File: src/rtl/csignal_pkg.sv
// Shared definitions for the csignal waiter: FSM state encoding and
// the completion status codes reported alongside wait_done.
package csignal_pkg;

  typedef enum logic [1:0] {
    ST_IDLE = 2'd0,
    ST_WAIT = 2'd1,
    ST_DONE = 2'd2
  } state_e;

  localparam logic WS_OK      = 1'b0;
  localparam logic WS_TIMEOUT = 1'b1;

endpackage

File: src/rtl/csignal_waiter_if.sv
// Bundle of the signal-primitive handshake, the process-side wait
// request/response and the debug statistics counters.
interface csignal_waiter_if #(
  parameter int DW = 8,
  parameter int TW = 16,
  parameter int CW = 16
) ();

  logic          sig_rdy;
  logic [DW-1:0] sig_data;
  logic          sig_en;
  logic          wait_req;
  logic [TW-1:0] wait_timeout;
  logic          cancel;
  logic          busy;
  logic          wait_done;
  logic          wait_status;
  logic [DW-1:0] wait_data;
  logic [CW-1:0] ok_count;
  logic [CW-1:0] to_count;

  // Environment side: signal primitive and requesting process.
  modport master (
    output sig_rdy, sig_data, wait_req, wait_timeout, cancel,
    input  sig_en, busy, wait_done, wait_status, wait_data, ok_count, to_count
  );

  // Waiter side.
  modport slave (
    input  sig_rdy, sig_data, wait_req, wait_timeout, cancel,
    output sig_en, busy, wait_done, wait_status, wait_data, ok_count, to_count
  );

endinterface

File: src/rtl/csignal_satcnt.sv
// Saturating up-counter: increments on inc and sticks at all-ones.
module csignal_satcnt #(
  parameter int width = 16
) (
  input  logic             clk,
  input  logic             reset,
  input  logic             inc,
  output logic [width-1:0] count
);

  logic [width-1:0] count_q;

  // Count register; holds at all-ones instead of wrapping.
  always_ff @(posedge clk or posedge reset) begin
    if (reset) begin
      count_q <= '0;
    end else if (inc && (count_q != {width{1'b1}})) begin
      count_q <= count_q + width'(1);
    end else begin
      count_q <= count_q;
    end
  end

  assign count = count_q;

endmodule

File: src/rtl/csignal_waiter.sv
// Process-side "wait on signal" stage placed after the Impulse C signal
// primitive. Accepts a wait request, consumes the pending signal with a
// single-cycle sig_en, and reports data plus status, with an optional
// per-request timeout, cancel, and saturating debug counters.
module csignal_waiter
  import csignal_pkg::*;
#(
  parameter int datawidth = 8,
  parameter int towidth   = 16,
  parameter int cntwidth  = 16
) (
  input logic              clk,
  input logic              reset,
  csignal_waiter_if.slave  wif
);

  state_e               state_q, state_d;
  logic [towidth-1:0]   tmr_q, tmr_d;
  logic                 has_to_q, has_to_d;
  logic [datawidth-1:0] data_q, data_d;
  logic                 status_q, status_d;
  logic                 sig_en_s;
  logic                 ok_inc_s;
  logic                 to_inc_s;

  // State, timeout budget and captured result registers.
  always_ff @(posedge clk or posedge reset) begin
    if (reset) begin
      state_q  <= ST_IDLE;
      tmr_q    <= '0;
      has_to_q <= 1'b0;
      data_q   <= '0;
      status_q <= WS_OK;
    end else begin
      state_q  <= state_d;
      tmr_q    <= tmr_d;
      has_to_q <= has_to_d;
      data_q   <= data_d;
      status_q <= status_d;
    end
  end

  // Next-state logic; within WAIT, cancel beats the signal, and the
  // signal beats timeout expiry in the same cycle.
  always_comb begin
    state_d  = state_q;
    tmr_d    = tmr_q;
    has_to_d = has_to_q;
    data_d   = data_q;
    status_d = status_q;
    sig_en_s = 1'b0;
    ok_inc_s = 1'b0;
    to_inc_s = 1'b0;
    case (state_q)
      ST_IDLE: begin
        if (wif.wait_req) begin
          state_d  = ST_WAIT;
          tmr_d    = wif.wait_timeout;
          has_to_d = (wif.wait_timeout != '0);
        end else begin
          state_d = ST_IDLE;
        end
      end
      ST_WAIT: begin
        if (wif.cancel) begin
          state_d = ST_IDLE;
        end else if (wif.sig_rdy) begin
          sig_en_s = 1'b1;
          data_d   = wif.sig_data;
          status_d = WS_OK;
          ok_inc_s = 1'b1;
          state_d  = ST_DONE;
        end else if (has_to_q && (tmr_q == towidth'(1))) begin
          status_d = WS_TIMEOUT;
          to_inc_s = 1'b1;
          state_d  = ST_DONE;
        end else if (has_to_q) begin
          tmr_d = tmr_q - towidth'(1);
        end else begin
          tmr_d = tmr_q;
        end
      end
      ST_DONE: begin
        state_d = ST_IDLE;
      end
      default: begin
        state_d = ST_IDLE;
      end
    endcase
  end

  // The consume strobe must be seen by the primitive in the same cycle.
  assign wif.sig_en      = sig_en_s;
  assign wif.busy        = (state_q != ST_IDLE);
  assign wif.wait_done   = (state_q == ST_DONE);
  assign wif.wait_status = status_q;
  assign wif.wait_data   = data_q;

  csignal_satcnt #(.width(cntwidth)) u_ok_cnt (
    .clk   (clk),
    .reset (reset),
    .inc   (ok_inc_s),
    .count (wif.ok_count)
  );

  csignal_satcnt #(.width(cntwidth)) u_to_cnt (
    .clk   (clk),
    .reset (reset),
    .inc   (to_inc_s),
    .count (wif.to_count)
  );

endmodule
File: src/flat_wrapper.sv
// flat-port wrapper written by rule: the top's interface ports become plain ports
module csignal_waiter_flat import csignal_pkg::*;
#(
  parameter int datawidth = 8,
  parameter int towidth   = 16,
  parameter int cntwidth  = 16
)
  (clk, reset, wif_sig_rdy, wif_sig_data, wif_wait_req, wif_wait_timeout, wif_cancel, wif_sig_en, wif_busy, wif_wait_done, wif_wait_status, wif_wait_data, wif_ok_count, wif_to_count);
  csignal_waiter_if wif_i ();
  input logic clk;
  input logic reset;
  input wire logic [$bits(wif_i.sig_rdy)-1:0] wif_sig_rdy;
  input wire logic [$bits(wif_i.sig_data)-1:0] wif_sig_data;
  input wire logic [$bits(wif_i.wait_req)-1:0] wif_wait_req;
  input wire logic [$bits(wif_i.wait_timeout)-1:0] wif_wait_timeout;
  input wire logic [$bits(wif_i.cancel)-1:0] wif_cancel;
  output wire logic [$bits(wif_i.sig_en)-1:0] wif_sig_en;
  output wire logic [$bits(wif_i.busy)-1:0] wif_busy;
  output wire logic [$bits(wif_i.wait_done)-1:0] wif_wait_done;
  output wire logic [$bits(wif_i.wait_status)-1:0] wif_wait_status;
  output wire logic [$bits(wif_i.wait_data)-1:0] wif_wait_data;
  output wire logic [$bits(wif_i.ok_count)-1:0] wif_ok_count;
  output wire logic [$bits(wif_i.to_count)-1:0] wif_to_count;
  assign wif_i.sig_rdy = wif_sig_rdy;
  assign wif_i.sig_data = wif_sig_data;
  assign wif_i.wait_req = wif_wait_req;
  assign wif_i.wait_timeout = wif_wait_timeout;
  assign wif_i.cancel = wif_cancel;
  assign wif_sig_en = wif_i.sig_en;
  assign wif_busy = wif_i.busy;
  assign wif_wait_done = wif_i.wait_done;
  assign wif_wait_status = wif_i.wait_status;
  assign wif_wait_data = wif_i.wait_data;
  assign wif_ok_count = wif_i.ok_count;
  assign wif_to_count = wif_i.to_count;
  csignal_waiter #(.datawidth(datawidth), .towidth(towidth), .cntwidth(cntwidth)) u_core (.clk(clk), .reset(reset), .wif(wif_i));
endmodule
File: config.mk
export PLATFORM = sky130hd
export DESIGN_NAME = csignal_waiter_flat
export DESIGN_NICKNAME = d
export VERILOG_FILES = /design/src/rtl/csignal_pkg.sv /design/src/rtl/csignal_waiter_if.sv /design/src/rtl/csignal_satcnt.sv /design/src/rtl/csignal_waiter.sv /design/src/flat_wrapper.sv
export SDC_FILE = /design/constraint.sdc
export NUM_CORES = 1
export LEC_CHECK = 0
export ABC_AREA = 1
export CORE_UTILIZATION = 35
export CTS_CLUSTER_DIAMETER = 150
export DETAILED_ROUTE_END_ITERATION = 7
export PLACE_DENSITY = 0.66
export SLEW_MARGIN = 20
export SYNTH_ARGS = -nofsm -noshare
export SYNTH_HDL_FRONTEND = slang
export SYNTH_SLANG_ARGS = --single-unit
export TNS_END_PERCENT = 20
File: constraint.sdc
create_clock -name clk -period 4.45 [get_ports clk]
set_clock_uncertainty 0.05 [all_clocks]
set_input_delay 0.89 -clock clk [delete_from_list [all_inputs] [get_ports clk]]
set_output_delay 0.89 -clock clk [all_outputs]
set_load 0.05 [all_outputs]
## Word-level counts from Yosys, hierarchy flattened

Cells that the tools add are included.

| word-level totals | value |
|---|---|
| bits in registers | 60 |
| logic and storage cells | 54 |

| cells by class | value |
|---|---|
| $add $sub $neg | 3 |
| equal/unequal tests | 11 |
| mux-type cells | 20 |
| bitwise operators | 1 |
| reduce and logical (&&, ||, !) cells | 12 |

Operator list:

| operator | count |
|---|---|
| two-way mux 16 bit | 5 |
| adder 16 x 1 -> 16 bit, second input constant | 2 |
| inequality test 16 bit, second input constant | 2 |
| case mux 16 bit (2 select lines) | 1 |
| equality test 16 x 1 -> 1 bit, second input constant | 1 |
| nonzero test 16 bit | 1 |
| subtractor 16 x 1 -> 16 bit, second input constant | 1 |
| two-way mux 1 bit | 10 |
| inequality test 2 bit, second input constant | 4 |
| two-way mux 2 bit | 3 |
| AND reduction 3 bit | 2 |
| AND reduction 6 bit | 1 |
| nonzero test 2 bit | 3 |
| inequality test 4 x 3 -> 1 bit, second input constant | 1 |
| case mux 2 bit (2 select lines) | 1 |
| logical AND 1 bit | 3 |
| equality test 2 x 1 -> 1 bit, second input constant | 1 |
| equality test 2 bit, second input constant | 1 |
| zero test 2 bit | 1 |
| inequality test 2 x 1 -> 1 bit, second input constant | 1 |
| AND reduction 2 bit | 1 |
| NOT 1 bit | 1 |

## Depth between registers and ports, before layout

| depth | value |
|---|---|
| depth after elaboration | 7 |
| mapped depth | 10 |
| mapped depth without buffers | 10 |

## Cells and area by module

A second synthesis with hierarchy kept.

| unflattened totals | value |
|---|---|
| cells, all modules | 589 |
| area, all modules | 4020.1 µm² |

By module, submodules not included:

| module | times used | cells each | area an instance (µm²) | seq. area each (µm²) |
|---|---|---|---|---|
| csignal_satcnt | 2 | 150 | 1069.8 | 400.4 |
| csignal_waiter | 1 | 289 | 1880.6 | 700.7 |

## Least setup slack after synthesis

Ideal clock, no wire load.

| timing path | value |
|---|---|
| path type | in2out |
| start | in wif_cancel |
| end | out wif_sig_en |
| data arrival time | 1.329 ns |
| slack | 2.181 ns |
| cell stages on the path | 3 |
| path buffers | 0 |
| cell sequence | nor2_4 > inv_2 > nor2_8 |

| on the way | value |
|---|---|
| word-level cells in the longest chain between the ends | 2 |

Ends and longest elaborated chain:

| item | line | text |
|---|---|---|
| start, declared | flat_wrapper.sv:16 | `input wire logic [$bits(wif_i.cancel)-1:0] wif_cancel;` |
| two-way mux 1 bit | csignal_waiter.sv:65 | `if (wif.cancel) begin` |
| two-way mux 1 bit | csignal_waiter.sv:54 | `case (state_q)` |
| end, declared | flat_wrapper.sv:17 | `output wire logic [$bits(wif_i.sig_en)-1:0] wif_sig_en;` |

No other way between the ends.

## Worst setup path after layout

Same ends and word-level chain as after synthesis.

==> qor.txt <==
LAYOUT
-------------------------------------------------------------------------------
Ratio of cells with drive above 1 in the final layout ............       0.0725
Growth of design area from synthesis to finish ...................        26.9%
Antenna fix cells ................................................            0
Final net count ..................................................          636
Number of filler instances in the final layout ...................         1038

WORST SETUP PATH
-------------------------------------------------------------------------------
Max FO, Critical Path ............................................           10
Startpoint kind of the worst setup timing path ...................   input port
Data arrival time at the worst-slack endpoint ....................      2.65 ns
Crit Path Class ..................................................    in -> out
Cell-by-cell listing of the critical path ........................ clkdlybuf4s50_1 -> nor2_4 -> inv_2 -> nor2_8 -> clkdlybuf4s50_1
Cells on worst reg2reg path ......................................            7
Endpoint kind of the worst setup timing path .....................   output pin
Cell type with the highest occurrence count on the critical path . sky130_fd_sc_hd__clkdlybuf4s50_1
CP Data Required Time ............................................      3.51 ns
Slowest cell on crit path ........................................ sky130_fd_sc_hd__clkdlybuf4s50_1
Critical Path Max Stage Delay ....................................      0.84 ns

CTS
-------------------------------------------------------------------------------
Clk sink count ...................................................           60
Postcts setup bufs ...............................................            0
Largest buffer count on any clock path ...........................            2
Worst-skew pair later-pin latency ................................      0.34 ns
CTS tree .........................................................         done
Cts repair resizes ...............................................            0
Clock-pin slew on the worst setup and hold paths .................      0.06 ns
Hold-fix buffers, CTS ............................................            0
CTS buffer count .................................................            9
Root Buffer Master ............................................... sky130_fd_sc_hd__clkbuf_8
Clock H-tree levels ..............................................            3

DRT
-------------------------------------------------------------------------------
Mean number of vias per cell .....................................         4.88
Detailed-routing iteration count for the pre-antenna-repair pass .            5
Number of nets with antenna violations after detailed routing ....            0
Detailed Route WL ................................................      9420 µm
Number of vias in the routed layout ..............................         3623
Number of DRC violations after detailed routing ..................            0
Average routed wire per standard cell ............................      12.7 µm
Number of DRC markers in iteration 0 .............................          200

LOGIC SYNTHESIS
-------------------------------------------------------------------------------
Flip-flop and latch count after synthesis ........................           60
Sequential fraction of the synthesis area ........................        0.402
Count leader, synth .............................................. sky130_fd_sc_hd__nand2_1
Dominant register cell in the synthesized netlist ................ sky130_fd_sc_hd__dfrtp_1
Cell type contributing the most total cell area after synthesis .. sky130_fd_sc_hd__dfrtp_1
Synth Net Count ..................................................          562
Number of standard cells after synthesis .........................          529
Combined area of all synthesized cells ...........................     3730 µm²
Top cell type's share of synthesized area ........................        0.402
Leading post-synthesis cells by instance count ................... sky130_fd_sc_hd__nand2_1 (165), sky130_fd_sc_hd__inv_1 (74), sky130_fd_sc_hd__dfrtp_1 (60)
Yosys synthesis warning count ....................................            0
Netlist cell types ...............................................           31
Post-synth EDFFs .................................................            0
Syn_area_per_cell ................................................     7.06 µm²
Async set-or-reset flop fraction in the synthesized netlist ......         1.00
Ranking of synthesized cells by area ............................. sky130_fd_sc_hd__dfrtp_1 (40%), sky130_fd_sc_hd__nand2_1 (17%), sky130_fd_sc_hd__inv_1 (7.4%), sky130_fd_sc_hd__nand3_1 (7.0%), sky130_fd_sc_hd__nor2_1 (5.2%)

POWER AND IR DROP
-------------------------------------------------------------------------------
Cell-internal power ..............................................    0.00120 W
Leakage power total ..............................................      2.19 nW
Share of power burned in registers ...............................        0.373
Comb power frac ..................................................        0.421
Net switching share of the total power ...........................        0.445
Post-layout power ................................................    0.00216 W
Cell area power density ..........................................   456 nW/µm²
Max VDD drop .....................................................   0.000210 V
Net switching component of the power .............................   0.000960 W
Clock share of power .............................................        0.206

GRT
-------------------------------------------------------------------------------
Global Route Usage Sum ...........................................        0.176
First-pass GRT wire length .......................................     15500 µm
Antenna violations before repair .................................            0
Number of global-route vias before repair ........................         3370
Largest net degree at the start of global routing ................           34
Overall overflow remaining after global route ....................            0

TIMING
-------------------------------------------------------------------------------
Setup TNS Final ..................................................         0 ns
Minimum period implied by the final worst setup slack ............      3.59 ns
Max Slew Vio Count ...............................................            0
RSZ-0062 raised after global routing .............................        false
Headroom to the max-slew limit ...................................        0.381
Post-route worst setup slack .....................................     0.863 ns
Endpoints failing setup ..........................................            0
Actual slew at the worst max-slew pin ............................     0.923 ns
Final cycle utilization of the critical path .....................        0.806
Hold Vio Cnt, Final ..............................................            0
Highest Clock Rate ...............................................    0.279 GHz

RUN STATUS
-------------------------------------------------------------------------------
Status ........................................................... finished clean

DIE
-------------------------------------------------------------------------------
Die X-Extent .....................................................       105 µm
Floorplan core area ..............................................    10300 µm²
Initial core utilization .........................................        0.362
Placement Rows ...................................................           37
Count of pins on the block boundary ..............................           73
Die Area .........................................................    11100 µm²
Overall die height ...............................................       105 µm

PLACE
-------------------------------------------------------------------------------
Final estimated routing congestion in global placement ...........        0.840
Port Buf Inserts .................................................           72
Half-perimeter wire length of the detailed placement result ......      6960 µm
Setup slack at placement .........................................     0.843 ns

MIN PATH
-------------------------------------------------------------------------------
Type of the tightest min-delay check .............................   reg -> reg
Worst hold stages ................................................            2

FLOW RUN
-------------------------------------------------------------------------------
Number of maximum-capacitance constraint violations ..............            0

-- final cells by class --
| class | instances | area, µm² | share of cell area |
|---|---|---|---|
| Multi-Input combinational cell | 381 | 1870 | 0.394 |
| Sequential cell | 60 | 1500 | 0.317 |
| Timing Repair Buffer | 73 | 728 | 0.154 |
| Inverter | 78 | 295 | 0.0623 |
| Tap cell | 136 | 170 | 0.0359 |
| Clock buffer | 11 | 151 | 0.0320 |
| Clock inverter | 4 | 25.0 | 0.00528 |
-- power groups by stage --
stage | logic [W] | clock network (W) | registers [W]
after detailed placement | 0.000906 | 0 | 0.000812
after global placement | 0.000894 | 0 | 0.000808
final | 0.000909 | 0.000445 | 0.000806
after floorplan | 0.000402 | 0 | 0.00102
after global routing | 0.000996 | 0.000480 | 0.000824
after CTS | 0.000911 | 0.000454 | 0.000804
-- cell usage in the layout, fill, tap and decap left out, types with 9 or more instances in the layout --
master / count
sky130_fd_sc_hd__nor3_1: 9
sky130_fd_sc_hd__nand2_1: 165
sky130_fd_sc_hd__nand4_1: 21
sky130_fd_sc_hd__inv_1: 73
sky130_fd_sc_hd__clkdlybuf4s50_1: 72
sky130_fd_sc_hd__nor2_1: 52
sky130_fd_sc_hd__nand3_1: 52
sky130_fd_sc_hd__dfrtp_1: 60
sky130_fd_sc_hd__clkbuf_8: 11
sky130_fd_sc_hd__xor2_1: 10
sky130_fd_sc_hd__o21ai_0: 28
-- registers in the layout (all words and copies together), names as in the netlist --
register	count
u_core.has_to_q	1
u_core.state_q	2
u_core.tmr_q	16
u_core.u_ok_cnt.count	16
u_core.u_to_cnt.count	16
u_core.wif.wait_data	8
u_core.wif.wait_status	1
-- per-stage QoR --
stage | area, µm² | cells | hold slack (ns) | utilization
6_report | 4740 | 743 | 0.441 | 0.459
5_1_grt | 4740 | 743 | 0.477 | 0.459
4_1_cts | 4740 | 743 | 0.446 | 0.459
3_5_place_dp | 4560 | 728 | 0.432 | 0.442
3_3_place_gp | 4560 | 728 | 0.428 | 0.442
2_1_floorplan | 3730 | 529 | 0.403 | -
-- worst paths after layout --
| check | from | end | slack (ns) |
|---|---|---|---|
| setup / recovery | wif_cancel | wif_sig_en | 0.86 |
| hold / removal | u_core.tmr_q[15] | u_core.tmr_q[15] | 0.44 |
| setup reg to reg | u_core.state_q[0] | u_core.tmr_q[1] | 2.05 |
| hold reg to reg | u_core.tmr_q[15] | u_core.tmr_q[15] | 0.44 |
| max in group asynchronous | reset | u_core.tmr_q[8] | 2.56 |
| min in group asynchronous | reset | u_core.u_to_cnt.count[9] | 0.90 |
-- routing by layer --
layer	wire [µm]	GRT usage	share of wire
met1	4470	0.232	0.47
met5	0	0	0
met4	181	0.0795	0.019
met3	404	0.0291	0.043
met2	4370	0.282	0.46
-- worst max-delay path, delay by kind of cell --
kind / cells / cell delay [ns]
AND/OR/NAND/NOR: 2 / 0.36
buffers and inverters: 3 / 1.39
-- cell families after synthesis --
kind of cell               after synthesis  share of synthesized area
buffers and inverters                   88                     0.0982
and+or+nand+nor                        318                      0.381
adders and majority gates                4                     0.0134
DFF                                     60                      0.402
muxes                                    8                     0.0241
AOI/OAI and AO/OA                       40                     0.0559
xor gates and xnor gates                11                     0.0258
Power figures use the tool's default switching activity.
